**src/rtl/pu_weight_pkg.sv**
```systemverilog
// Shared types and defaults for the PU repetition weight-buffer fetch path.
package pu_weight_pkg;

  localparam int WEIGHT_SRAM_LEN = 32;
  localparam int DEF_FIFO_DEPTH  = 4;
  localparam int DEF_ADDR_W      = 16;

  typedef logic [WEIGHT_SRAM_LEN-1:0] weight_word_t;

  typedef enum logic [2:0] {
    ST_IDLE,
    ST_RUN,
    ST_DRAIN,
    ST_PAD,
    ST_FLUSH
  } fetch_state_t;

endpackage

```
**src/rtl/pu_weight_fetch_fifo.sv**
```systemverilog
// Small synchronous prefetch FIFO with synchronous clear and a head-of-queue output.
module pu_weight_fetch_fifo #(
  parameter int DEPTH = 4,
  parameter int WIDTH = 32
) (
  input  logic                     clock,
  input  logic                     reset,
  input  logic                     clear,
  input  logic                     push,
  input  logic [WIDTH-1:0]         push_data,
  input  logic                     pop,
  output logic [WIDTH-1:0]         head,
  output logic [$clog2(DEPTH):0]   count,
  output logic                     empty
);

  localparam int PTR_W = $clog2(DEPTH);
  localparam logic [PTR_W-1:0] PTR_ONE    = 1;
  localparam logic [PTR_W:0]   CNT_ONE    = 1;
  localparam logic [PTR_W:0]   FULL_COUNT = DEPTH[PTR_W:0];

  logic [WIDTH-1:0] mem [DEPTH];
  logic [PTR_W-1:0] rd_ptr;
  logic [PTR_W-1:0] wr_ptr;
  logic             do_push;
  logic             do_pop;

  assign empty   = (count == '0);
  assign head    = mem[rd_ptr];
  assign do_pop  = pop & ~empty;
  // A push into a full FIFO is only accepted when the head leaves in the same cycle.
  assign do_push = push & ((count != FULL_COUNT) | do_pop);

  always_ff @(posedge clock or negedge reset) begin
    if (!reset) begin
      rd_ptr <= '0;
      wr_ptr <= '0;
      count  <= '0;
    end else if (clear) begin
      rd_ptr <= '0;
      wr_ptr <= '0;
      count  <= '0;
    end else begin
      if (do_push) wr_ptr <= wr_ptr + PTR_ONE;
      if (do_pop)  rd_ptr <= rd_ptr + PTR_ONE;
      case ({do_push, do_pop})
        2'b10:   count <= count + CNT_ONE;
        2'b01:   count <= count - CNT_ONE;
        default: ;
      endcase
    end
  end

  always_ff @(posedge clock) begin
    if (do_push && !clear) mem[wr_ptr] <= push_data;
  end

endmodule

```
**src/rtl/pu_weight_word_fetcher.sv**
```systemverilog
// Prefetches the weight stream from SRAM into a FIFO and serves the weight buffer's word handshake.
// Define WEIGHT_FETCH_CHECK_EN to enable the sticky word-index check on addr_err.
module pu_weight_word_fetcher
  import pu_weight_pkg::*;
#(
  parameter int FIFO_DEPTH = DEF_FIFO_DEPTH,
  parameter int ADDR_W     = DEF_ADDR_W
) (
  input  logic                       clock,
  input  logic                       reset,
  input  logic                       start,
  input  logic                       finish,
  input  logic                       enable,
  input  logic [ADDR_W-1:0]          base_addr,
  input  logic [31:0]                num_words,
  input  logic                       word_read,
  input  logic [31:0]                word_counter,
  output logic                       word_ready,
  output logic [WEIGHT_SRAM_LEN-1:0] SRAM_out,
  output logic                       sram_req,
  output logic [ADDR_W-1:0]          sram_addr,
  input  logic                       sram_gnt,
  input  logic                       sram_rvalid,
  input  logic [WEIGHT_SRAM_LEN-1:0] sram_rdata,
  output logic                       busy,
  output logic                       addr_err
);

  localparam int CNT_W = $clog2(FIFO_DEPTH) + 1;

  fetch_state_t      state;
  logic [ADDR_W-1:0] base_q;
  logic [31:0]       num_q;
  logic [31:0]       issued;
  logic [31:0]       inflight;
  logic [31:0]       delivered;
  logic [31:0]       issued_next;
  logic [31:0]       inflight_next;
  logic [31:0]       delivered_next;
  logic [31:0]       occupancy_next;
  logic [CNT_W-1:0]  fifo_count;
  logic              fifo_empty;
  logic              fifo_clear;
  logic              fifo_push;
  logic              fifo_pop;
  weight_word_t      fifo_head;
  logic              grant;
  logic              in_stream;
  logic              rvalid_ret;

  assign in_stream  = (state == ST_RUN) || (state == ST_DRAIN);
  assign grant      = sram_req & sram_gnt;
  assign fifo_push  = sram_rvalid & in_stream;
  assign fifo_pop   = word_ready & enable & in_stream;
  assign fifo_clear = ((state == ST_IDLE) && start) || ((state != ST_IDLE) && finish);
  assign busy       = (state != ST_IDLE);
  // Returns that arrive in IDLE belong to a stream cut off by reset and are ignored.
  assign rvalid_ret = sram_rvalid && (state != ST_IDLE) && (inflight != 32'd0);

  assign issued_next    = issued + {31'd0, grant};
  assign inflight_next  = inflight + {31'd0, grant} - {31'd0, rvalid_ret};
  assign delivered_next = delivered + {31'd0, fifo_pop};
  assign occupancy_next = 32'(fifo_count) + {31'd0, fifo_push} - {31'd0, fifo_pop} + inflight_next;

  always_comb begin
    word_ready = 1'b0;
    SRAM_out   = '0;
    case (state)
      ST_RUN, ST_DRAIN: begin
        word_ready = word_read & ~fifo_empty;
        SRAM_out   = (word_read & ~fifo_empty) ? fifo_head : '0;
      end
      ST_PAD:  word_ready = word_read;
      default: ;
    endcase
  end

  pu_weight_fetch_fifo #(
    .DEPTH (FIFO_DEPTH),
    .WIDTH (WEIGHT_SRAM_LEN)
  ) u_fifo (
    .clock     (clock),
    .reset     (reset),
    .clear     (fifo_clear),
    .push      (fifo_push),
    .push_data (sram_rdata),
    .pop       (fifo_pop),
    .head      (fifo_head),
    .count     (fifo_count),
    .empty     (fifo_empty)
  );

  // Requests are decided from next-cycle occupancy so sram_req can be registered yet never overrun the FIFO.
  always_ff @(posedge clock or negedge reset) begin
    if (!reset) begin
      state     <= ST_IDLE;
      base_q    <= '0;
      num_q     <= '0;
      issued    <= '0;
      inflight  <= '0;
      delivered <= '0;
      sram_req  <= 1'b0;
      sram_addr <= '0;
    end else if (finish && (state != ST_IDLE)) begin
      state    <= ST_FLUSH;
      sram_req <= 1'b0;
      inflight <= inflight_next;
    end else begin
      case (state)
        ST_IDLE: begin
          if (start) begin
            base_q    <= base_addr;
            num_q     <= num_words;
            issued    <= '0;
            inflight  <= '0;
            delivered <= '0;
            sram_addr <= base_addr;
            sram_req  <= (num_words != 32'd0);
            state     <= (num_words == 32'd0) ? ST_PAD : ST_RUN;
          end
        end
        ST_RUN: begin
          issued    <= issued_next;
          inflight  <= inflight_next;
          delivered <= delivered_next;
          sram_addr <= base_q + issued_next[ADDR_W-1:0];
          if (issued_next == num_q) begin
            sram_req <= 1'b0;
            state    <= ST_DRAIN;
          end else begin
            sram_req <= (occupancy_next < 32'(FIFO_DEPTH));
          end
        end
        ST_DRAIN: begin
          inflight  <= inflight_next;
          delivered <= delivered_next;
          if (delivered_next == num_q) state <= ST_PAD;
        end
        ST_PAD: ;
        ST_FLUSH: begin
          inflight <= inflight_next;
          if (inflight_next == 32'd0) state <= ST_IDLE;
        end
        default: state <= ST_IDLE;
      endcase
    end
  end

`ifdef WEIGHT_FETCH_CHECK_EN
  // Only real stream words are checked; PAD-phase reads never pop.
  always_ff @(posedge clock or negedge reset) begin
    if (!reset) begin
      addr_err <= 1'b0;
    end else if ((state == ST_IDLE) && start) begin
      addr_err <= 1'b0;
    end else if (fifo_pop && (word_counter != delivered)) begin
      addr_err <= 1'b1;
    end
  end
`else
  logic unused_word_counter;
  assign unused_word_counter = ^word_counter;
  assign addr_err = 1'b0;
`endif

endmodule

```
**config.mk**
```make
export PLATFORM = sky130hd
export DESIGN_NAME = pu_weight_word_fetcher
export DESIGN_NICKNAME = d
export VERILOG_FILES = /design/src/rtl/pu_weight_pkg.sv /design/src/rtl/pu_weight_fetch_fifo.sv /design/src/rtl/pu_weight_word_fetcher.sv
export SDC_FILE = /design/constraint.sdc
export NUM_CORES = 1
export LEC_CHECK = 0
export CAP_MARGIN = 25
export CORE_ASPECT_RATIO = 1.25
export CORE_MARGIN = 2
export CORE_UTILIZATION = 44
export CTS_CLUSTER_SIZE = 10
export DETAILED_ROUTE_END_ITERATION = 7
export PLACE_DENSITY = 0.75
export SLEW_MARGIN = 20
export SYNTH_ARGS = -nofsm -noshare
export SYNTH_HDL_FRONTEND = slang
export SYNTH_HIERARCHICAL = 1
export SYNTH_SLANG_ARGS = --single-unit
```
**constraint.sdc**
```tcl
create_clock -name clock -period 7.07 [get_ports clock]
set_input_delay 0.707 -clock clock [delete_from_list [all_inputs] [get_ports clock]]
set_output_delay 0.707 -clock clock [all_outputs]
set_load 0.03 [all_outputs]
```
# Yosys cells after proc, flatten, opt, wreduce, memory -nomap -nowiden
# Memories as Yosys holds them, arrays and structs flattened.
# Cells that the tools add are included.
[word_totals] regBits=171 mem_bits_rw=128 word_cells=109 n_memories=1
[classes] n_lt_le_gt_ge=1 n_reduce_logical=30 addsub=12 n_eq_ne=15 bitwise=10 muxes=29
[mem_list] memory="u_fifo.mem" depth=4 width=32 rd=1 rd_ports_with_merged_regs=0 write_ports=1 line="pu_weight_fetch_fifo.sv:22" text="logic [WIDTH-1:0] mem [DEPTH];"
[ops] operator="case mux 32 bit (2 select lines)" n=3
[ops] operator="two-way mux 32 bit" n=4
[ops] operator="adder 32 x 1 -> 32 bit" n=3
[ops] operator="== test 32 bit" n=2
[ops] operator="zero test 32 bit" n=2
[ops] operator="nonzero test 32 bit" n=2
[ops] operator="adder 32 bit" n=1
[ops] operator="less-than comparator 32 x 3 -> 1 bit, second input constant" n=1
[ops] operator="case mux 16 bit (2 select lines)" n=1
[ops] operator="subtractor 32 x 1 -> 32 bit" n=1
[ops] operator="two-way mux 3 bit" n=6
[ops] operator="adder 16 bit" n=1
[ops] operator="two-way mux 16 bit" n=1
[ops] operator="case mux 3 bit (5 select lines)" n=1
[ops] operator="nonzero test 3 bit" n=4
[ops] operator="two-way mux 2 bit" n=5
[ops] operator="AND reduction 3 bit" n=3
[ops] operator="nonzero test 2 bit" n=4
[ops] operator="AND 1 bit" n=7
[ops] operator="== test 3 x 2 -> 1 bit, second input constant" n=2
[ops] operator="zero test 3 bit" n=2
[ops] operator="!= test 3 x 1 -> 1 bit, second input constant" n=2
[ops] operator="!= test 3 bit, second input constant" n=2
[ops] operator="case mux 3 bit (2 select lines)" n=1
[ops] operator="22 further kinds" n=36

# Logic depth before layout (Yosys ltp)
# Gate-level depths: netlist of run 1.
[logic_depth] ltp_word=12 ltp_mapped=34

# By module
# Netlist of run 1, hierarchy kept.
[modules_own_cells] module="pu_weight_word_fetcher" n_inst=1 area_each_um2=14271.2 cells_per_inst=1803 seq_area_each_um2=4103.9
[modules_own_cells] module="pu_weight_fetch_fifo" n_inst=1 area_each_um2=5157.4 cells_per_inst=230 seq_area_each_um2=4018.9

# Worst setup path after synthesis of run 1
# No wires, ideal clock.
[synth_path] path_kind="flip-flop to flip-flop" startpoint="reg state[0]" endpoint="reg sram_req" path_buffers=2 setup_ns=0.076 t_arrival_ns=6.653 period_less_slack_ns=6.730 setup_slack_ns=0.340 stages_incl_launch_ff=31 cell_sequence="dfrtp_1 clkbuf_1 nor3_1 inv_1 and3_1 ha_1 inv_1 ha_1 fa_1 a21oi_1 o211a_1 nor3_2 a2bb2oi_1 a31oi_1 a221oi_1 a21oi_1 nor2_1 xor2_1 inv_1 ha_1 clkbuf_1 nor4b_1 a2111oi_0 nor4b_1 and4_1 o2111a_1 o2111ai_1 or4b_1 nor4_1 nand4_1 o21ai_1"
[synth_lines] item="start: declaration" line="pu_weight_word_fetcher.sv:31" text="fetch_state_t state;"
[synth_lines] item="start signal: assignment" line="pu_weight_word_fetcher.sv:119" text="state <= (num_words == 32'd0) ? ST_PAD : ST_RUN;"
[synth_lines] item="nonzero test 3 bit (*)"
[synth_lines] item="net busy" line="pu_weight_word_fetcher.sv:25" text="output logic busy,"
[synth_lines] item="logical AND 1 bit (2 in a row)" line="pu_weight_word_fetcher.sv:58" text="assign rvalid_ret = sram_rvalid && (state != ST_IDLE) && (inflight != 32'd0);"
[synth_lines] item="subtractor 32 x 1 -> 32 bit" line="pu_weight_word_fetcher.sv:61" text="assign inflight_next = inflight + {31'd0, grant} - {31'd0, rvalid_ret};"
[synth_lines] item="adder 32 bit" line="pu_weight_word_fetcher.sv:63" text="assign occupancy_next = 32'(fifo_count) + {31'd0, fifo_push} - {31'd0, fifo_pop} + inflight_next;"
[synth_lines] item="less-than comparator 32 x 3 -> 1 bit" line="pu_weight_word_fetcher.sv:131" text="sram_req <= (occupancy_next < 32'(FIFO_DEPTH));"
[synth_lines] item="two-way mux 1 bit" line="pu_weight_word_fetcher.sv:127" text="if (issued_next == num_q) begin"
[synth_lines] item="case mux 1 bit (2 select lines)" line="pu_weight_word_fetcher.sv:109" text="case (state)"
[synth_lines] item="two-way mux 1 bit" line="pu_weight_word_fetcher.sv:104" text="end else if (finish && (state != ST_IDLE)) begin"
[synth_lines] item="end signal: assignment" line="pu_weight_word_fetcher.sv:118" text="sram_req <= (num_words != 32'd0);"
[synth_lines] item="end signal: assignment" line="pu_weight_word_fetcher.sv:131"
[synth_lines] item="end: declaration" line="pu_weight_word_fetcher.sv:20" text="output logic sram_req,"
# Mark *: on every way through the listed nets, which the timed path passes. The rest lies on a longest branch.
# A chain may end at the register's enable or synchronous reset.

# Final worst setup path of run 1
[layout_path] startpoint="reg inflight[17]" endpoint="reg sram_req"
[layout_via] elab_chain_cells=8
[layout_lines] item="start: declaration" line="pu_weight_word_fetcher.sv:35" text="logic [31:0] inflight;"
[layout_lines] item="start signal: assignment" line="pu_weight_word_fetcher.sv:107" text="inflight <= inflight_next;"
[layout_lines] item="start signal: assignment" line="pu_weight_word_fetcher.sv:124" text="inflight <= inflight_next;"
[layout_lines] item="start signal: assignment" line="pu_weight_word_fetcher.sv:135" text="inflight <= inflight_next;"
[layout_lines] item="branches (longest 2 deep; another with adder 32 x 1 -> 32 bit)"
[layout_lines] item="subtractor 32 x 1 -> 32 bit (*)" line="pu_weight_word_fetcher.sv:61"
[layout_lines] item="adder 32 bit (*)" line="pu_weight_word_fetcher.sv:63"
[layout_lines] item="less-than comparator 32 x 3 -> 1 bit (*)" line="pu_weight_word_fetcher.sv:131"
[layout_lines] item="two-way mux 1 bit (*)" line="pu_weight_word_fetcher.sv:127"
[layout_lines] item="case mux 1 bit (2 select lines) (*)" line="pu_weight_word_fetcher.sv:109"
[layout_lines] item="two-way mux 1 bit (*)" line="pu_weight_word_fetcher.sv:104"
# Mark *: on every way between the ends.

==> metrics.md, run 1 <==
| Metric | Value |
|---|---|
| CP startpoint | `inflight[17]` |
| Psw | `around 0.0050 W` |
| Height of the die | `approximately 240 um` |
| Switching part of the total power | `0.4356` |
| Syn_nets | `between 2000 and 2500` |
| Num ports | `roughly 170` |
| WHS | `0.1022 ns` |
| Fillers | `roughly 3800` |
| Seq pwr share | `0.212` |
| Leak | `approximately 9.8 nW` |
| All-Layer GR Usage | `0.2346` |
| H-tree level count | `2` |
| CTS clk-pin slew, worst paths | `0.06 ns` |
| Rel. slew slack | `0.3703` |
| Wire length per cell | `roughly 19 um` |
| Capture point of the worst reg-to-reg path | `sram_req` |
| Fmax | `between 100 and 150 MHz` |
| Post-synth top flop | `dfrtp_1` |
| Max Root-Sink Buffers | `3` |
| Placed cell count | `approximately 2800` |
| Max Cap Violations | `0` |
| Vias/cell | `roughly 5.8` |
| Total power after layout | `0.01143 W` |
| Post-synthesis sequential area ratio | `0.4181` |
| First-pass GRT wire length | `approximately 86000 um` |
| Initial antenna violation count | `1` |
| Required @ worst endpoint | `between 7 and 8 ns` |
| R2R Setup Slk | `just under 0.3 ns` |
| Unrepaired setup endpoints after global routing | `true` |
| Tcrit/Tclk final | `0.9592` |
| Internal Power | `~0.0065 W` |
| HPWL Detailed | `between 30000 and 40000 um` |
| Worst-Skew Late Latency | `approximately 0.55 ns` |
| Worst Skew | `0.02698 ns` |
| Synth unique cells | `between 90 and 100` |
| Final core utilization | `0.5409` |
| Synth Register Bits | `about 300` |
| Drt total wl | `~54000 um` |
| Post-synth EDFFs | `roughly 130` |
| Arr. time, crit path | `7.26 ns` |
| Vias post-DR | `between 15000 and 20000` |
| CTS tree | `done` |
| Global route overflow | `0` |
| Initial core utilization | `0.4436` |
| Crit path to | `sram_req` |
| Most frequent CP cell | `nand4_1` |
| Final min period | `between 6 and 7 ns` |
| Maximum vdd drop | `roughly 0.00027 V` |
| Power Dens Cells | `482.6 mW/mm^2` |
| Most common cell after layout, fill and taps aside | `nand2_1` |
| DIE WIDTH | `192.0 um` |
| Hold Path Class | `input pin to async pin` |
| Layout cells sized above 1 | `0.1377` |
| Hold Vio Cnt, Final | `0` |
| RePlAce Congestion | `~0.96` |
| Clock sink count | `around 300` |
| Number of global-route vias before repair | `16560` |
| Worst setup EP type | `flop` |
| DRT iter0 DRCs | `1292` |
| Root Driver | `clkbuf_16` |
| Core Footprint | `about 0.044 sq mm` |
| Crit Path Class | `flop to flop` |
| Largest net degree at the start of global routing | `96` |
| Non-Filler Instances | `approximately 2900` |
| Comb power frac | `0.630` |
| Worst flop-to-flop path startpoint | `inflight[17]` |
| Startpoint Class | `flop` |
| DRC viols | `0` |
| Clock power frac | `0.158` |
| Most frequent cells in the layout | `282 x nand2_1, 170 x dfrtp_1, 147 x buf_4` |
| Routed Antenna Nets | `0` |
| Slew Viols, Final | `0` |
| Number of setup violations in the final report | `0` |
| Drt pass-1 iters | `6` |
| Post-Syn Area | `0.01943 sq mm` |
| Nets | `~2500` |
| Clock buffer count from CTS | `37` |
| Worst Max-Slew Pin Slew | `0.9412 ns` |
| R2R cell count | `34` |
| Syn. warnings | `6` |
| Die ar. | `around 0.046 sq mm` |
| Worst path slowest cell | `or4b_1` |
| Status | `completed` |
| Synth-to-Final Area Change | `21.93%` |
| Cell Rows | `86` |
| Gate Count Post-Synth | `a little over 2000` |
| Ys async rst share | `0.5719` |
| CP max FO | `5` |
| I/O Buffers | `around 140` |
| Slowest stage delay, CP | `between 0.5 and 0.6 ns` |
| Synthesized area per cell | `between 9 and 10 sq um` |
==> stage by stage <==
| stage | worst slack, ns | setup TNS, ns | instance area, sq um |
|---|---|---|---|
| 6_report | 0.2885 | 0 | 23690 |
| 4_1_cts | 0.005715 | 0 | 23390 |
| 2_1_floorplan | 0.3405 | 0 | 19430 |
| 5_1_grt | -0.1632 | -0.1632 | 23690 |
| 3_5_place_dp | -0.1531 | -0.1531 | 22220 |
| 3_3_place_gp | -0.02130 | -0.02130 | 22190 |
==> critical path: cells and delay by family, from the launching register on <==
family / cells / cell delay (ns)
compound gates: 10 / 1.82
xor+xnor: 1 / 0.24
fa+ha+maj: 5 / 1.21
buf+inv: 6 / 0.74
flops: 1 / 0.38
simple gates: 12 / 2.33
==> per-layer routing <==
metal / routed length, um / share of wire / GRT usage
met4: 2699 / 0.050 / 0.1149
met2: 26990 / 0.50 / 0.4109
met1: 21520 / 0.40 / 0.2808
met5: 0 / 0 / 0
met3: 2444 / 0.046 / 0.03347
==> flip-flops by register name, indices dropped and copies added (netlist names) <==
| name | flops |
|---|---|
| sram_req | 1 |
| inflight | 32 |
| sram_addr | 16 |
| state | 3 |
| u_fifo/rd_ptr | 2 |
| u_fifo/wr_ptr | 2 |
| issued | 32 |
| delivered | 32 |
| u_fifo/count | 3 |
| base_q | 16 |
| u_fifo/mem | 128 |
| num_q | 32 |
==> kinds of logic after synthesis <==
group / Yosys count / synth area share
adder cells (fa/ha/maj): 108 / 0.07097
AO/OA/AOI/OAI: 474 / 0.1609
AND/OR/NAND/NOR: 758 / 0.1926
buffers and inverters: 189 / 0.03935
flip-flops: 299 / 0.4181
other: 1 / 0.0001930
multiplexers: 46 / 0.04463
XOR/XNOR: 158 / 0.07335
==> power groups by stage <==
stage	logic [W]	registers, W	clock network, W
global route	0.00785	0.00246	0.00192
detailed placement	0.00674	0.00244	0
CTS	0.00680	0.00241	0.00184
finish	0.00721	0.00242	0.00181
floorplan	0.00420	0.00246	0
global placement	0.00659	0.00242	0
==> what timing repair did <==
action | in CTS | in global routing
resized for setup | 3 | 47
hold buffers | 0 | 0
setup endpoints to repair | 1 | 1
setup buffers | 1 | 4
pin swaps | 1 | 28
==> worst min path at each step <==
stage	slack [ns]	to	from
5_1_grt	0.13	inflight[19]	reset
4_1_cts	0.33	inflight[0]	reset
2_1_floorplan	0.41	base_q[0]	reset
3_3_place_gp	0.46	sram_addr[14]	sram_addr[14]
6_report	0.10	inflight[19]	reset
3_5_place_dp	0.47	base_q[13]	base_q[13]
==> synthesized netlist by cell type (28+ instances only) <==
library cell  number  area [sq um]
a21oi_1           80         400.4
a22o_1            29         254.0
and2_1            46         287.8
clkbuf_1          72         270.3
dfrtp_1          171          4279
edfxtp_1         128          3844
ha_1             103          1289
inv_1             85         319.1
mux4_2            32         720.7
nand2_1          284          1066
nand3_1           53         265.3
nand4_1           28         175.2
nor2_1           137         514.2
nor3_1            41         205.2
o21ai_0          145         725.7
o31ai_1           36         270.3
xnor2_1          107         937.2
xor2_1            48         420.4
==> cell type report <==
type                            count  area (sq um)  share of cell area
Sequential cell                   299          8124              0.3429
Timing Repair Buffer              290          2584              0.1091
Clock inverter                      7         125.1            0.005282
Antenna cell                        1         2.502           0.0001056
Inverter                           86         322.8             0.01363
Clock buffer                       54          1020             0.04304
Multi-Input combinational cell   1545         10800              0.4557
Tap cell                          572         715.7             0.03021
Power figures use the tool's default switching activity.
==> run 2, diff against run 1 <==
--- a/config.mk
+++ b/config.mk
@@ -9,7 +9,7 @@
 export CORE_ASPECT_RATIO = 1.25
 export CORE_MARGIN = 2
 export CORE_UTILIZATION = 44
-export CTS_CLUSTER_SIZE = 10
+export CTS_CLUSTER_SIZE = 24
 export DETAILED_ROUTE_END_ITERATION = 7
 export PLACE_DENSITY = 0.75
 export SLEW_MARGIN = 20
==> metrics.md, run 2 (synthesis results as in run 1) <==
| Metric | Value |
|---|---|
| CP max FO | `5 (unchanged)` |
| Max Root-Sink Buffers | `3 (unchanged)` |
| Worst setup EP type | `flop` |
| Seq pwr share | `0.213 (about the same)` |
| CTS tree | `done` |
| Most common cell after layout, fill and taps aside | `nand2_1` |
| Worst Skew | `0.007531 ns (-0.01945 ns)` |
| CP startpoint | `inflight[10]` |
| Arr. time, crit path | `7.30 ns (+0.04 ns)` |
| Num ports | `172 (unchanged)` |
| Core Footprint | `0.04379 sq mm (unchanged)` |
| Final min period | `6.771 ns (-0.01009 ns)` |
| Hold Path Class | `input pin to async pin` |
| Comb power frac | `0.633 (+0.003)` |
| Rel. slew slack | `0.3367 (-0.03359)` |
| Worst path slowest cell | `or4b_1` |
| All-Layer GR Usage | `0.2336 (-0.0009647)` |
| Crit Path Class | `flop to flop` |
| Final setup TNS | `0 ns (unchanged)` |
| Required @ worst endpoint | `7.59 ns (+0.04 ns)` |
| First-pass GRT wire length | `85780 um (-0.28%)` |
| Slew Viols, Final | `0 (unchanged)` |
| Layout cells sized above 1 | `0.1405 (+0.002815)` |
| Clock power frac | `0.154 (-0.004)` |
| Largest net degree at the start of global routing | `96 (unchanged)` |
| Worst-Skew Late Latency | `0.59 ns (+0.04 ns)` |
| Max Cap Violations | `0 (unchanged)` |
| Total power after layout | `0.01134 W (-0.81%)` |
| Unrepaired setup endpoints after global routing | `true` |
| Worst flop-to-flop path startpoint | `inflight[10]` |
| Placed inst area | `0.02222 sq mm (unchanged)` |
| Cell Rows | `86 (unchanged)` |
| Root Driver | `clkbuf_16` |
| DIE WIDTH | `192.0 um (unchanged)` |
| Startpoint Class | `flop` |
| Internal Power | `0.006395 W (-0.91%)` |
| Fmax | `147.7 MHz (+0.15%)` |
| Top reg by flops | `u_fifo/mem` |
| Status | `completed` |
| Vias/cell | `5.817 (-0.14%)` |
| RePlAce Congestion | `0.9582 (unchanged)` |
| Maximum vdd drop | `0.0003172 V (+20%)` |
| Clock sink count | `299 (unchanged)` |
| Largest delay share family, worst path | `simple AND/OR/NAND/NOR gates` |
| Drt total wl | `53750 um (+0.18%)` |
| Switching part of the total power | `0.4361 (+0.0005396)` |
| Psw | `0.004946 W (-0.69%)` |
| WHS | `0.05733 ns (-0.04489 ns)` |
| CP bufs+invs | `6 (unchanged)` |
| Final setup margin | `0.2986 ns (+0.01009 ns)` |
| Height of the die | `238.9 um (unchanged)` |
| DRT iter0 DRCs | `1262 (-2.3%)` |
| Synth-to-Final Area Change | `21.59%` |
| # hold bufs at CTS | `0 (unchanged)` |
| Max reg flops | `128 (unchanged)` |
| Global route overflow | `0 (unchanged)` |
| Initial antenna violation count | `1 (unchanged)` |
| Routed Antenna Nets | `0 (unchanged)` |
| Initial core utilization | `0.4436 (unchanged)` |
| Vias post-DR | `16580 (-0.24%)` |
| Drt pass-1 iters | `6 (unchanged)` |
| Cell area after layout | `0.02362 sq mm (-0.28%)` |
| Pre-CTS setup slack | `-0.1531 ns (unchanged)` |
| Slowest stage delay, CP | `0.56 ns (about the same)` |
| DRC viols | `0 (unchanged)` |
| Clock buffer count from CTS | `31 (-16%)` |
| CTS clk-pin slew, worst paths | `0.07 ns (about the same)` |
| Nets | `2480 (-0.24%)` |
| Tcrit/Tclk final | `0.9578 (-0.001427)` |
| Number of setup violations in the final report | `0 (unchanged)` |
| I/O Buffers | `138 (unchanged)` |
| Most frequent cells in the layout | `282 x nand2_1, 170 x dfrtp_1, 147 x buf_4` |
| HPWL Detailed | `38660 um (unchanged)` |
| Number of global-route vias before repair | `16410 (-0.90%)` |
| Worst Max-Slew Pin Slew | `0.9914 ns (+0.05021 ns)` |
| Leak | `9.778 nW (-0.17%)` |
| Wire length per cell | `18.85 um (+0.29%)` |
| Die ar. | `0.04586 sq mm (unchanged)` |
| Hold Vio Cnt, Final | `0 (unchanged)` |
| Power Dens Cells | `480.1 mW/mm^2 (-0.53%)` |
| H-tree level count | `1 (-1)` |
[run 2: power groups by stage]
stage | registers [W] | logic, W | clock network, W
final | 0.00242 | 0.00718 | 0.00175
after global routing | 0.00245 | 0.00783 | 0.00185
after CTS | 0.00241 | 0.00680 | 0.00178
after detailed placement | 0.00244 | 0.00674 | 0
after global placement | 0.00242 | 0.00659 | 0
after floorplan | 0.00246 | 0.00420 | 0
[run 2: repair_timing]
action,in CTS,in global routing
setup endpoints to repair,1,1
resized for setup,3,44
buffers inserted,1,4
hold endpoints to repair,0,0
pin swaps,1,27
[run 2: final cells by class]
class                           count  area, sq um
Timing Repair Buffer              290         2584
Fill cell                        3776        20170
Sequential cell                   299         8124
Tap cell                          572        715.7
Multi-Input combinational cell   1545        10780
Clock inverter                     20        237.7
Clock buffer                       38        852.1
Antenna cell                        1        2.502
Inverter                           86        322.8
[run 2: final timing paths]
path	endpoint	slack, ns	depth (start not counted)
hold reg to reg	sram_addr[2]	0.49	2
max in group asynchronous	base_q[9]	5.89	3
min in group clock	sram_addr[2]	0.49	2
setup reg to reg	sram_req	0.30	35
hold / removal	inflight[19]	0.06	1
setup / recovery	sram_req	0.30	35
[run 2: per-layer routing]
layer	vias to the layer above	track usage	share of wire
met5	-	0	0
met4	0	0.1131	0.051
li1	7849	-	-
met3	159	0.03171	0.051
met1	8046	0.2806	0.39
met2	529	0.4099	0.50
[run 2: per-stage QoR]
step,utilization,cells
final,0.5394,2851
after detailed placement,0.5074,2785
after CTS,0.5328,2844
after global routing,0.5394,2851
after global placement,0.5067,2783
after floorplan,-,2033
==> run 3, diff against run 2 <==
--- a/config.mk
+++ b/config.mk
@@ -9,11 +9,12 @@
 export CORE_ASPECT_RATIO = 1.25
 export CORE_MARGIN = 2
 export CORE_UTILIZATION = 44
+export CTS_BUF_LIST = sky130_fd_sc_hd__clkbuf_2 sky130_fd_sc_hd__clkbuf_4 sky130_fd_sc_hd__clkbuf_8
 export CTS_CLUSTER_SIZE = 24
 export DETAILED_ROUTE_END_ITERATION = 7
 export PLACE_DENSITY = 0.75
-export SLEW_MARGIN = 20
 export SYNTH_ARGS = -nofsm -noshare
 export SYNTH_HDL_FRONTEND = slang
 export SYNTH_HIERARCHICAL = 1
 export SYNTH_SLANG_ARGS = --single-unit
+export TNS_END_PERCENT = 1
==> metrics.md, run 3 (synthesis results as in run 1) <==
| Metric | Value |
|---|---|
| Met3 usage in global routing | `0.03567 (+0.003964)` |
| Placed cell count | `2785 (unchanged)` |
| Max Cap Violations | `0 (unchanged)` |
| Max Root-Sink Buffers | `3 (unchanged)` |
| Fmax | `146.5 MHz (-0.82%)` |
| Hold Vio Cnt, Final | `0 (unchanged)` |
| Layout cells sized above 1 | `0.1523 (+0.01181)` |
| Most frequent cells in the layout | `283 x nand2_1, 170 x dfrtp_1, 150 x buf_4` |
| Arr. time, crit path | `7.35 ns (+0.05 ns)` |
| Number of global-route vias before repair | `16570 (+0.96%)` |
| Root Driver | `clkbuf_8` |
| Max reg flops | `128 (unchanged)` |
| Die ar. | `0.04586 sq mm (unchanged)` |
| Clock sink count | `299 (unchanged)` |
| Height of the die | `238.9 um (unchanged)` |
| Num ports | `172 (unchanged)` |
| Final setup TNS | `0 ns (unchanged)` |
| GRT met2 Usage | `0.4205 (+0.01061)` |
| Most common cell after layout, fill and taps aside | `nand2_1` |
| DRT iter0 DRCs | `1268 (+0.48%)` |
| Switching part of the total power | `0.4342 (-0.001923)` |
| Tcrit/Tclk final | `0.9656 (+0.007875)` |
| All-Layer GR Usage | `0.2359 (+0.002331)` |
| Drt pass-1 iters | `8 (+2)` |
| Internal Power | `0.006476 W (+1.3%)` |
| Number of setup violations in the final report | `0 (unchanged)` |
| Hold Path Class | `input pin to async pin` |
| Met1 Use GR | `0.2798 (-0.0007890)` |
| Placed inst area | `0.02224 sq mm (about the same)` |
| Required @ worst endpoint | `7.59 ns (about the same)` |
| Most frequent CP cell | `nand4_1` |
| Total power after layout | `0.01145 W (+0.93%)` |
| Worst Max-Slew Pin Slew | `0.9708 ns (-0.02066 ns)` |
| Vias post-DR | `16730 (+0.87%)` |
| Vias/cell | `5.784 (-0.56%)` |
| DRC viols | `0 (unchanged)` |
| R2R cell count | `36 (+2.9%)` |
| RePlAce Congestion | `0.9582 (unchanged)` |
| Routed Antenna Nets | `0 (unchanged)` |
| Worst Skew | `0.05080 ns (+0.04327 ns)` |
| Rel. slew slack | `0.3505 (+0.01382)` |
| Synth-to-Final Area Change | `22.40%` |
| Final min period | `6.827 ns (+0.05567 ns)` |
| Startpoint Class | `flop` |
| Worst path slowest cell | `or4b_1` |
| H-tree level count | `2 (+1)` |
| Non-Filler Instances | `2892 (+1.4%)` |
| Wire length per cell | `18.80 um (-0.29%)` |
| Clock power frac | `0.161 (+0.007)` |
| Slowest stage delay, CP | `0.53 ns (-0.03 ns)` |
| GRT busiest layer | `met2` |
| Cell area after layout | `0.02378 sq mm (+0.67%)` |
| Cell Rows | `86 (unchanged)` |
| Slew Viols, Final | `0 (unchanged)` |
| Leak | `9.883 nW (+1.1%)` |
| Clock buffer count from CTS | `51 (+65%)` |
| CP max FO | `4 (-1)` |
| CTS clk-pin slew, worst paths | `0.07 ns (about the same)` |
| Worst path depth | `36 (+2.9%)` |
| HPWL Detailed | `38630 um (about the same)` |
| Largest net degree at the start of global routing | `96 (unchanged)` |
| WHS | `0.02722 ns (-0.03011 ns)` |
| Nets | `2503 (+0.93%)` |
| Power Dens Cells | `481.3 mW/mm^2 (+0.26%)` |
| Core Footprint | `0.04379 sq mm (unchanged)` |
| Worst-Skew Late Latency | `0.64 ns (+0.05 ns)` |
| # hold bufs at CTS | `0 (unchanged)` |
| CP bufs+invs | `7 (+1)` |
| Top reg by flops | `u_fifo/mem` |
| Drt total wl | `54370 um (+1.1%)` |
| I/O Buffers | `138 (unchanged)` |
| Initial core utilization | `0.4436 (unchanged)` |
| Crit Path Class | `flop to flop` |
| CTS tree | `done` |
| Maximum vdd drop | `0.0003345 V (+5.4%)` |
| Worst setup EP type | `flop` |
| Psw | `0.004970 W (+0.49%)` |
| Largest delay share family, worst path | `simple AND/OR/NAND/NOR gates` |
| DIE WIDTH | `192.0 um (unchanged)` |
| Global route overflow | `0 (unchanged)` |
| Seq pwr share | `0.211 (-0.002)` |
| Comb power frac | `0.628 (-0.005)` |
| Initial antenna violation count | `2 (+1)` |
| Status | `completed` |
| First-pass GRT wire length | `86380 um (+0.70%)` |
==> run 3: through the flow <==
stage                       util  setup slack, ns
after floorplan                -           0.3405
after global placement    0.5067         -0.02130
after detailed placement  0.5078          -0.1440
after CTS                 0.5359          0.02004
after global routing      0.5430         -0.08547
final                     0.5430           0.2430
==> run 3: final cells by class <==
class                   instances  area (sq um)
diodes                          2         5.005
clock buffers                  71         877.1
clock inverters                24         332.8
fillers                      3782         20010
inverters                      86         322.8
multi-input cells            1545         10780
flip-flops and latches        299          8124
well taps                     572         715.7
repair buffers                293          2623
==> run 3: repair_timing <==
item	in CTS	in global routing
gates resized for setup	3	40
setup buffers	1	7
endpoints found under the setup margin	1	1
pin swaps	1	26
==> run 3: metal layers <==
layer	wire length, um	vias up
li1	-	7888
met4	2370	0
met5	0	-
met2	27820	507
met3	2625	149
met1	21550	8183
==> run 3: path summary, 6_finish.rpt <==
check,startpoint,to,slack [ns]
setup / recovery,inflight[16],sram_req,0.24
hold / removal,reset,inflight[19],0.03
setup reg to reg,inflight[16],sram_req,0.24
hold reg to reg,inflight[30],inflight[30],0.48
max in group asynchronous,reset,delivered[10],5.63
min in group clock,inflight[30],inflight[30],0.48
==> run 3: power groups by stage <==
stage | clock network, W | registers (W) | logic [W]
after global placement | 0 | 0.00242 | 0.00659
after detailed placement | 0 | 0.00244 | 0.00674
after global routing | 0.00195 | 0.00245 | 0.00783
final | 0.00184 | 0.00242 | 0.00718
after floorplan | 0 | 0.00246 | 0.00420
after CTS | 0.00189 | 0.00241 | 0.00681
